File: src/rtl/lut_cfg_pkg.sv
// Shared types and constants for the LUT6_2 configuration chain.
// Imported by the controller and the readback packer.
package lut_cfg_pkg;

    localparam int LUT6_2_CFG_BITS = 64;
    localparam int LUT5_CFG_BITS   = 32;

    typedef enum logic [1:0] {
        IDLE,
        FETCH,
        SHIFT,
        DRAIN
    } cfg_state_e;

    function automatic int chain_words(input int chain_len, input int word_w);
        return chain_len / word_w;
    endfunction

endpackage

File: src/rtl/lut_cfg_rb_pack.sv
// Serial-in, word-out packer for bits ejected from the chain tail.
// A full collector with a busy output register raises stall.
module lut_cfg_rb_pack
    import lut_cfg_pkg::*;
#(
    parameter int WORD_W = 32
) (
    input  logic              clk,
    input  logic              rst_n,
    input  logic              clr,
    input  logic              bit_en,
    input  logic              bit_in,
    input  logic              rb_ready,
    output logic              rb_valid,
    output logic [WORD_W-1:0] rb_data,
    output logic              stall,
    output logic              idle
);

    localparam int BW = $clog2(WORD_W);
    localparam logic [BW-1:0] BIT_LAST = BW'(WORD_W - 1);

    logic [WORD_W-1:0] col_q;
    logic [WORD_W-1:0] col_d;
    logic [WORD_W-1:0] col_word;
    logic [WORD_W-1:0] rbd_d;
    logic [BW-1:0]     cnt_q;
    logic [BW-1:0]     cnt_d;
    logic              full_q;
    logic              full_d;
    logic              rbv_d;
    logic              out_free;
    logic              last_bit;

    assign out_free = !rb_valid || rb_ready;
    assign last_bit = bit_en && (cnt_q == BIT_LAST);
    assign col_word = {col_q[WORD_W-2:0], bit_in};
    assign stall    = full_d;
    assign idle     = !full_q && (cnt_q == '0);

    // Collect bits, hand complete words to the output register.
    always_comb begin
        col_d  = col_q;
        cnt_d  = cnt_q;
        full_d = full_q;
        rbv_d  = rb_valid;
        rbd_d  = rb_data;
        if (rb_valid && rb_ready) begin
            rbv_d = 1'b0;
        end
        if (clr) begin
            col_d  = '0;
            cnt_d  = '0;
            full_d = 1'b0;
            rbv_d  = 1'b0;
            rbd_d  = '0;
        end else if (full_q) begin
            if (out_free) begin
                rbd_d  = col_q;
                rbv_d  = 1'b1;
                full_d = 1'b0;
            end
        end else if (bit_en) begin
            col_d = col_word;
            cnt_d = last_bit ? '0 : cnt_q + 1'b1;
            if (last_bit) begin
                if (out_free) begin
                    rbd_d = col_word;
                    rbv_d = 1'b1;
                end else begin
                    full_d = 1'b1;
                end
            end
        end
    end

    // Packer state registers.
    always_ff @(posedge clk or negedge rst_n) begin
        if (!rst_n) begin
            col_q    <= '0;
            cnt_q    <= '0;
            full_q   <= 1'b0;
            rb_valid <= 1'b0;
            rb_data  <= '0;
        end else begin
            col_q    <= col_d;
            cnt_q    <= cnt_d;
            full_q   <= full_d;
            rb_valid <= rbv_d;
            rb_data  <= rbd_d;
        end
    end

endmodule

File: src/rtl/lut_chain_cfg_ctrl.sv
// Serialises host words onto a cascaded LUT6_2 config chain and
// repacks the ejected bits into readback words.
module lut_chain_cfg_ctrl
    import lut_cfg_pkg::*;
#(
    parameter int N_LUTS = 4,
    parameter int WORD_W = 32
) (
    input  logic              config_clk,
    input  logic              config_rst_n,
    input  logic              start,
    input  logic              abort,
    input  logic              cfg_valid,
    input  logic [WORD_W-1:0] cfg_data,
    output logic              cfg_ready,
    output logic              rb_valid,
    output logic [WORD_W-1:0] rb_data,
    input  logic              rb_ready,
    output logic              config_in,
    output logic              config_en,
    input  logic              config_out,
    output logic              busy,
    output logic              done,
    output logic              aborted
);

    localparam int CHAIN_LEN = N_LUTS * LUT6_2_CFG_BITS;
    localparam int N_WORDS   = chain_words(CHAIN_LEN, WORD_W);
    localparam int BW        = $clog2(WORD_W);
    localparam int WW        = (N_WORDS > 1) ? $clog2(N_WORDS) : 1;
    localparam logic [BW-1:0] BIT_LAST  = BW'(WORD_W - 1);
    localparam logic [WW-1:0] WORD_LAST = WW'(N_WORDS - 1);

    cfg_state_e        state_q;
    cfg_state_e        state_d;
    logic [WORD_W-1:0] sr_q;
    logic [WORD_W-1:0] sr_d;
    logic [BW-1:0]     bcnt_q;
    logic [BW-1:0]     bcnt_d;
    logic [WW-1:0]     wcnt_q;
    logic [WW-1:0]     wcnt_d;
    logic              cen_q;
    logic              cen_d;
    logic              cin_q;
    logic              cin_d;
    logic              done_q;
    logic              done_d;
    logic              abt_q;
    logic              abt_d;
    logic              pk_stall;
    logic              pk_idle;

    assign config_en = cen_q;
    assign config_in = cin_q;
    assign done      = done_q;
    assign aborted   = abt_q;
    assign busy      = (state_q != IDLE);

    // Capture runs on the same edge the chain shifts.
    lut_cfg_rb_pack #(
        .WORD_W(WORD_W)
    ) u_pack (
        .clk     (config_clk),
        .rst_n   (config_rst_n),
        .clr     (abort),
        .bit_en  (cen_q),
        .bit_in  (config_out),
        .rb_ready(rb_ready),
        .rb_valid(rb_valid),
        .rb_data (rb_data),
        .stall   (pk_stall),
        .idle    (pk_idle)
    );

    // Next state, shift decision and word reload (zero-bubble).
    always_comb begin
        state_d   = state_q;
        sr_d      = sr_q;
        bcnt_d    = bcnt_q;
        wcnt_d    = wcnt_q;
        cen_d     = 1'b0;
        cin_d     = cin_q;
        done_d    = 1'b0;
        abt_d     = 1'b0;
        cfg_ready = 1'b0;
        if (abort) begin
            state_d = IDLE;
            bcnt_d  = '0;
            wcnt_d  = '0;
            cin_d   = 1'b0;
            abt_d   = 1'b1;
        end else begin
            unique case (state_q)
                IDLE: begin
                    if (start) begin
                        state_d = FETCH;
                        bcnt_d  = '0;
                        wcnt_d  = '0;
                    end
                end
                FETCH: begin
                    cfg_ready = 1'b1;
                    if (cfg_valid) begin
                        sr_d    = cfg_data;
                        bcnt_d  = '0;
                        state_d = SHIFT;
                    end
                end
                SHIFT: begin
                    if (!pk_stall) begin
                        cen_d = 1'b1;
                        cin_d = sr_q[WORD_W-1];
                        sr_d  = {sr_q[WORD_W-2:0], 1'b0};
                        if (bcnt_q == BIT_LAST) begin
                            bcnt_d = '0;
                            if (wcnt_q == WORD_LAST) begin
                                state_d = DRAIN;
                            end else begin
                                cfg_ready = 1'b1;
                                wcnt_d    = wcnt_q + 1'b1;
                                if (cfg_valid) begin
                                    sr_d = cfg_data;
                                end else begin
                                    state_d = FETCH;
                                end
                            end
                        end else begin
                            bcnt_d = bcnt_q + 1'b1;
                        end
                    end
                end
                DRAIN: begin
                    if (!cen_q && pk_idle && rb_valid && rb_ready) begin
                        done_d  = 1'b1;
                        state_d = IDLE;
                    end
                end
                default: state_d = IDLE;
            endcase
        end
    end

    // Controller registers; async reset drops config_en at once.
    always_ff @(posedge config_clk or negedge config_rst_n) begin
        if (!config_rst_n) begin
            state_q <= IDLE;
            sr_q    <= '0;
            bcnt_q  <= '0;
            wcnt_q  <= '0;
            cen_q   <= 1'b0;
            cin_q   <= 1'b0;
            done_q  <= 1'b0;
            abt_q   <= 1'b0;
        end else begin
            state_q <= state_d;
            sr_q    <= sr_d;
            bcnt_q  <= bcnt_d;
            wcnt_q  <= wcnt_d;
            cen_q   <= cen_d;
            cin_q   <= cin_d;
            done_q  <= done_d;
            abt_q   <= abt_d;
        end
    end

endmodule
File: config.mk
export PLATFORM = sky130hd
export DESIGN_NAME = lut_chain_cfg_ctrl
export DESIGN_NICKNAME = d
export VERILOG_FILES = /design/src/rtl/lut_cfg_pkg.sv /design/src/rtl/lut_cfg_rb_pack.sv /design/src/rtl/lut_chain_cfg_ctrl.sv
export SDC_FILE = /design/constraint.sdc
export NUM_CORES = 1
export LEC_CHECK = 0
export BUFFER_PORTS_ARGS = -buffer_cell sky130_fd_sc_hd__buf_2
export CORE_ASPECT_RATIO = 1.75
export CORE_MARGIN = 3
export CORE_UTILIZATION = 40
export CTS_BUF_LIST = sky130_fd_sc_hd__clkbuf_4 sky130_fd_sc_hd__clkbuf_8
export DETAILED_ROUTE_END_ITERATION = 16
export GPL_ROUTABILITY_DRIVEN = 0
export SYNTH_ARGS = -nofsm -noshare
export SYNTH_HDL_FRONTEND = slang
export SYNTH_SLANG_ARGS = --single-unit
File: constraint.sdc
create_clock -name config_clk -period 5.85 [get_ports config_clk]
set_clock_uncertainty 0.2 [all_clocks]
set_input_delay 0.8775 -clock config_clk [delete_from_list [all_inputs] [get_ports config_clk]]
set_output_delay 0.8775 -clock config_clk [all_outputs]
set_load 0.02 [all_outputs]
# Yosys cells after proc, flatten, opt, wreduce, memory -nomap -nowiden
# Index checks and enable logic that the tools add are counted.
dict set report word_totals {
  reg_bits 117
  inputBits 39
  out_inout_bits 39
  elab_cells 128
}
dict set report op_classes {
  addsub 3
  eq_ne 17
  muxes 66
  bitwise 1
  n_reduce_logical 28
}
# op count
set ops {}
lappend ops {{32-bit two-way mux} 14}
lappend ops {{32-bit one-hot mux with 2 select lines} 1}
lappend ops {{5-bit two-way mux} 9}
lappend ops {{1-bit two-way mux} 25}
lappend ops {{3-bit inequality test, second input constant} 6}
lappend ops {{2-bit two-way mux} 8}
lappend ops {{3-bit two-way mux} 5}
lappend ops {{5-bit one-hot mux with 3 select lines} 1}
lappend ops {{5-bit by 1-bit adder with 5-bit output, second input constant} 2}
lappend ops {{5-bit == test, second input constant} 2}
lappend ops {{2-bit nonzero test} 5}
lappend ops {{3-bit nonzero test} 3}
lappend ops {{2-bit inequality test, second input constant} 4}
lappend ops {{2-bit one-hot mux with 4 select lines} 1}
lappend ops {{4-bit AND reduction} 2}
lappend ops {{1-bit logical AND} 6}
lappend ops {{3-bit one-hot mux with 2 select lines} 1}
lappend ops {{6-bit AND reduction} 1}
lappend ops {{5-bit zero test} 1}
lappend ops {{5-bit AND reduction} 1}
lappend ops {{2-bit == test, second input constant} 2}
lappend ops {{4-bit inequality test, second input constant} 1}
lappend ops {{2-bit AND reduction} 2}
lappend ops {{4-bit nonzero test} 1}
lappend ops {{other kinds (9)} 11}

# Depth between registers and ports, before layout
dict set report depth {
  ltp_word 10
  ltp_mapped 9
  mapped_depth_nobuf 8
}

# By module
# A second synthesis with hierarchy kept.
dict set report hier_totals {
  cells_unflattened 544
  area_unflattened_um2 5657.9
}
# module n_inst cells_each area_each_um2 seq_area_each_um2
set modules_own_cells {}
lappend modules_own_cells {lut_cfg_rb_pack 1 320 3324.4 1776.7}
lappend modules_own_cells {lut_chain_cfg_ctrl 1 224 2333.5 1151.1}

# Worst setup path after synthesis
# No wires, ideal clock.
dict set report synth_timing {
  path_kind {register to output}
  startpoint {register u_pack.cnt_q[0]}
  endpoint {output port cfg_ready}
  t_arrival_ns 1.830
  required_ns 4.773
  path_slack_ns 2.943
  path_stages_with_launch 9
  n_path_buf 0
  path_cell_list {dfrtp_1 > ha_1 > and3_1 > ha_1 > a21oi_4 > nor2_2 > nor2_1 > a21oi_1 > nor2_1}
}
dict set report synth_between {
  elab_chain_len 9
}
# item line
set synth_lines {}
lappend synth_lines {{from (decl)} lut_cfg_rb_pack.sv:27} ;# logic [BW-1:0] cnt_q;
lappend synth_lines {{from (signal assigned)} lut_cfg_rb_pack.sv:87} ;# cnt_q <= cnt_d;
lappend synth_lines {{5-bit == test} lut_cfg_rb_pack.sv:36} ;# assign last_bit = bit_en && (cnt_q == BIT_LAST);
lappend synth_lines {{1-bit logical AND} lut_cfg_rb_pack.sv:36}
lappend synth_lines {{1-bit two-way mux} lut_cfg_rb_pack.sv:66} ;# if (last_bit) begin
lappend synth_lines {{1-bit two-way mux} lut_cfg_rb_pack.sv:63} ;# end else if (bit_en) begin
lappend synth_lines {{1-bit two-way mux} lut_cfg_rb_pack.sv:57} ;# end else if (full_q) begin
lappend synth_lines {{1-bit two-way mux} lut_cfg_rb_pack.sv:51} ;# if (clr) begin
lappend synth_lines {{1-bit two-way mux} lut_chain_cfg_ctrl.sv:110} ;# if (!pk_stall) begin
lappend synth_lines {{1-bit one-hot mux with 2 select lines} lut_chain_cfg_ctrl.sv:93} ;# unique case (state_q)
lappend synth_lines {{1-bit two-way mux} lut_chain_cfg_ctrl.sv:86} ;# if (abort) begin
lappend synth_lines {{to (decl)} lut_chain_cfg_ctrl.sv:15} ;# output logic cfg_ready,
# Every way passes these cells.

# Worst setup path after layout
# Same ends and word-level chain as after synthesis.

==> results.toml <==
[timing]
fin_crit_sh_pct = 61.5
slew_headroom_pct = 30.8
setup_viol = 0
fin_setup_tns_ns = 0
period_minus_slack_ns = 3.60
drv_slew = 0
hold_viol = 0
rsz0062_at_grt = "false"
fmax_ghz = 0.278
worst_pin_slew_ns = 1.04

[global_route]
grt_pass1_wl_um = 18800
grt_pass1_vias = 4078
grt_max_degree = 79
antenna_found_initial = 0
grt_use_total_pct = 15.1
gr-total-overflow = 0

[floorplan]
dieWidth_um = 96.5
rows = 57
die_h_um = 164
ioPinCount = 78
initial_utilization_pct = 41.0
die_area_um2 = 15800
core_um2 = 14000

[critical_path]
rr_startpoint = "u_pack.cnt_q[0]$_DFFE_PN0P_"
cp_max_fo = 7
crit_type = "register to primary output"
crit_path_start = "u_pack.cnt_q[0]$_DFFE_PN0P_"
reg2reg_setup_slack_ns = 2.77
critPathSlowestCell = "dfrtp_1"
worst_ep_required_time_ns = 4.77
start_kind = "register"
path_cells = "ha_1, and3_1, ha_1, a21oi_4, nor2_2, nor2_1, a21oi_1, nor2_1, buf_2"
r2r_end = "sr_q[0]$_DFFE_PN0P_"
critPathCapture = "cfg_ready"
critPathCaptureType = "primary output"
cpPeakStageDelay_ns = 0.43
cp_data_arrival_time_ns = 2.52
rr_worst_depth = 9

[pwr]
combPwrFrac_pct = 27.1
sw_frac_of_total_pct = 34.6
peakVddDrop_uv = 219
p_clk_share_pct = 28.9
leakagePower_nw = 2.97
p_int_mw = 1.52
seq_power_share_pct = 44.0
power.density_nw_per_um2 = 355
total_power_mw = 2.32
switchingPower_mw = 0.803

[drt]
drt_wl_total_um = 11300
dr_total_vias = 4125
vias_per_cell = 5.12
drt-pass1-iter-count = 4
post_drt_wl_per_cell_um = 14.1
drt_iter0_markers = 118
drc = 0
ant_nets = 0

[clocking]
clock_sinks = 117
cts_tree = "done"
cts_setup_buffers = 0
post_cts_resized = 0
path_clk_slew_ns = 0.07
htreeDepth = 4
ctsHoldBuffers = 0
clk_path_buf_depth = 2
clk_root_buffer_cell = "clkbuf_8"
cts_made_buffers = 17
clk-insertion-delay-late_ns = 0.43

[min_path]
hold_start = "u_pack.rb_data[16]$_DFFE_PN0P_"
hp-class = "register to register"

[cells_and_area]
insertedDiodeCount = 0
final_common_cell = "dfrtp_1"
nets = 668
final_cell_area_um2 = 6540
layout-drive-gt1-share_pct = 29.1
layout.cells.non_filler = 806
mostFrequentLayoutCells = "116 x dfrtp_1, 106 x nand2_1, 76 x buf_2"
area_growth_pct = 14.3

[logic_synthesis]
yosysSeqAreaShare_pct = 51.1
yosys.area.top_type_share_pct = 51.1
synth_edf_count = 0
synth_cell_types = 41
synth_area_per_cell_um2 = 10.4
synthFlopType = "dfrtp_1"
syn_inst = 552
synth_top_area_cell = "dfrtp_1"
syn_nets = 603
yosys-top-cells-area = "dfrtp_1 51%, mux2i_1 11%, nand2_1 6.9%, a21oi_2 4.4%, o31ai_1 4.2%"
netlist_area_um2 = 5730
yosys_warnings = 0
yosys_register_bits = 117
synthArstFlopShare_pct = 100

[placement]
port_buffers = 77
place_area_um2 = 6190
placed_cells = 775
dpl.hpwl_um = 7500

[status]
outcome = "finished, final reports clean"

[job]
cap_violations = 0
sequential cells by signal, summed over array words and instances, names as in the netlist:
| signal | cells |
|---|---|
| done | 1 |
| state_q | 2 |
| u_pack.rb_data | 32 |
| aborted | 1 |
| config_en | 1 |
| wcnt_q | 3 |
| config_in | 1 |
| u_pack.rb_valid | 1 |
| u_pack.full_q | 1 |
| u_pack.col_q | 32 |
| u_pack.cnt_q | 5 |
| sr_q | 32 |
| bcnt_q | 5 |
routing by layer:
metal | wire length [µm] | part of all wire (%) | vias to the layer above | track usage [%]
met4 | 189 | 1.7 | 0 | 6.07
li1 | - | - | 2043 | -
met3 | 491 | 4.3 | 21 | 4.08
met2 | 5920 | 52 | 83 | 26.0
met1 | 4740 | 42 | 1978 | 17.3
met5 | 0 | 0 | - | 0
cell usage after synthesis, types with 3 or more instances:
master / count
buf_1: 4
buf_6: 8
ha_1: 12
nand2b_1: 7
mux2i_1: 64
inv_1: 7
nand3_1: 3
a21oi_1: 45
nand2_1: 106
o31ai_1: 32
nor2b_1: 6
o21ai_0: 9
nor2_2: 30
clkbuf_1: 21
a21oi_2: 29
buf_2: 3
nor3_1: 6
nor2_1: 15
dfrtp_1: 117
power by group through the flow:
stage                     sequential (mW)  clock [mW]  combinational (mW)
final                                1.02       0.670               0.630
after global routing                 1.04       0.731               0.702
after CTS                            1.02       0.697               0.641
after detailed placement             1.04           0               0.638
after global placement               1.03           0               0.622
after floorplan                      1.02           0               0.548
per-stage QoR:
step	utilization, %	setup WS [ns]	hold WS [ns]
2_1_floorplan	-	2.94	0.239
3_3_place_gp	44.3	2.23	0.260
3_5_place_dp	44.3	2.12	0.261
4_1_cts	46.8	2.21	0.278
5_1_grt	46.8	2.10	0.302
6_report	46.8	2.25	0.271
how the worst min path moves through the flow:
stage	endpoint	slack, ns	depth (start not counted)
2_1_floorplan	bcnt_q[3]$_DFFE_PN0P_	0.24	1
3_3_place_gp	u_pack.rb_data[17]$_DFFE_PN0P_	0.26	2
3_5_place_dp	u_pack.rb_data[16]$_DFFE_PN0P_	0.26	2
4_1_cts	u_pack.rb_data[16]$_DFFE_PN0P_	0.28	2
5_1_grt	u_pack.rb_data[22]$_DFFE_PN0P_	0.30	2
6_report	u_pack.rb_data[16]$_DFFE_PN0P_	0.27	2
critical path: cells and delay by family (launching register included):
kind / cells / cell delay (ns)
flip-flops: 1 / 0.43
adder cells (fa/ha/maj): 2 / 0.54
AO/OA/AOI/OAI: 2 / 0.35
buffers and inverters: 1 / 0.19
AND/OR/NAND/NOR: 4 / 0.60
logic make-up (layout without fill, tap and decap cells):
group | Yosys count | after routing | share of synthesized area (%)
AO/OA/AOI/OAI | 131 | 131 | 16.0
adder cells (fa/ha/maj) | 12 | 12 | 2.62
buffers and inverters | 45 | 122 | 4.19
flip-flops | 117 | 117 | 51.1
multiplexers | 65 | 65 | 11.4
AND/OR/NAND/NOR | 182 | 182 | 14.7
final cells by class:
| type | instances | area, µm² |
|---|---|---|
| clock buffers | 18 | 241 |
| clock inverters | 13 | 111 |
| repair buffers | 84 | 440 |
| multi-input cells | 390 | 2570 |
| inverters | 7 | 26.3 |
| fillers | 1377 | 7430 |
| flip-flops and latches | 117 | 2930 |
| well taps | 177 | 221 |
Power figures use the tool's default switching activity.
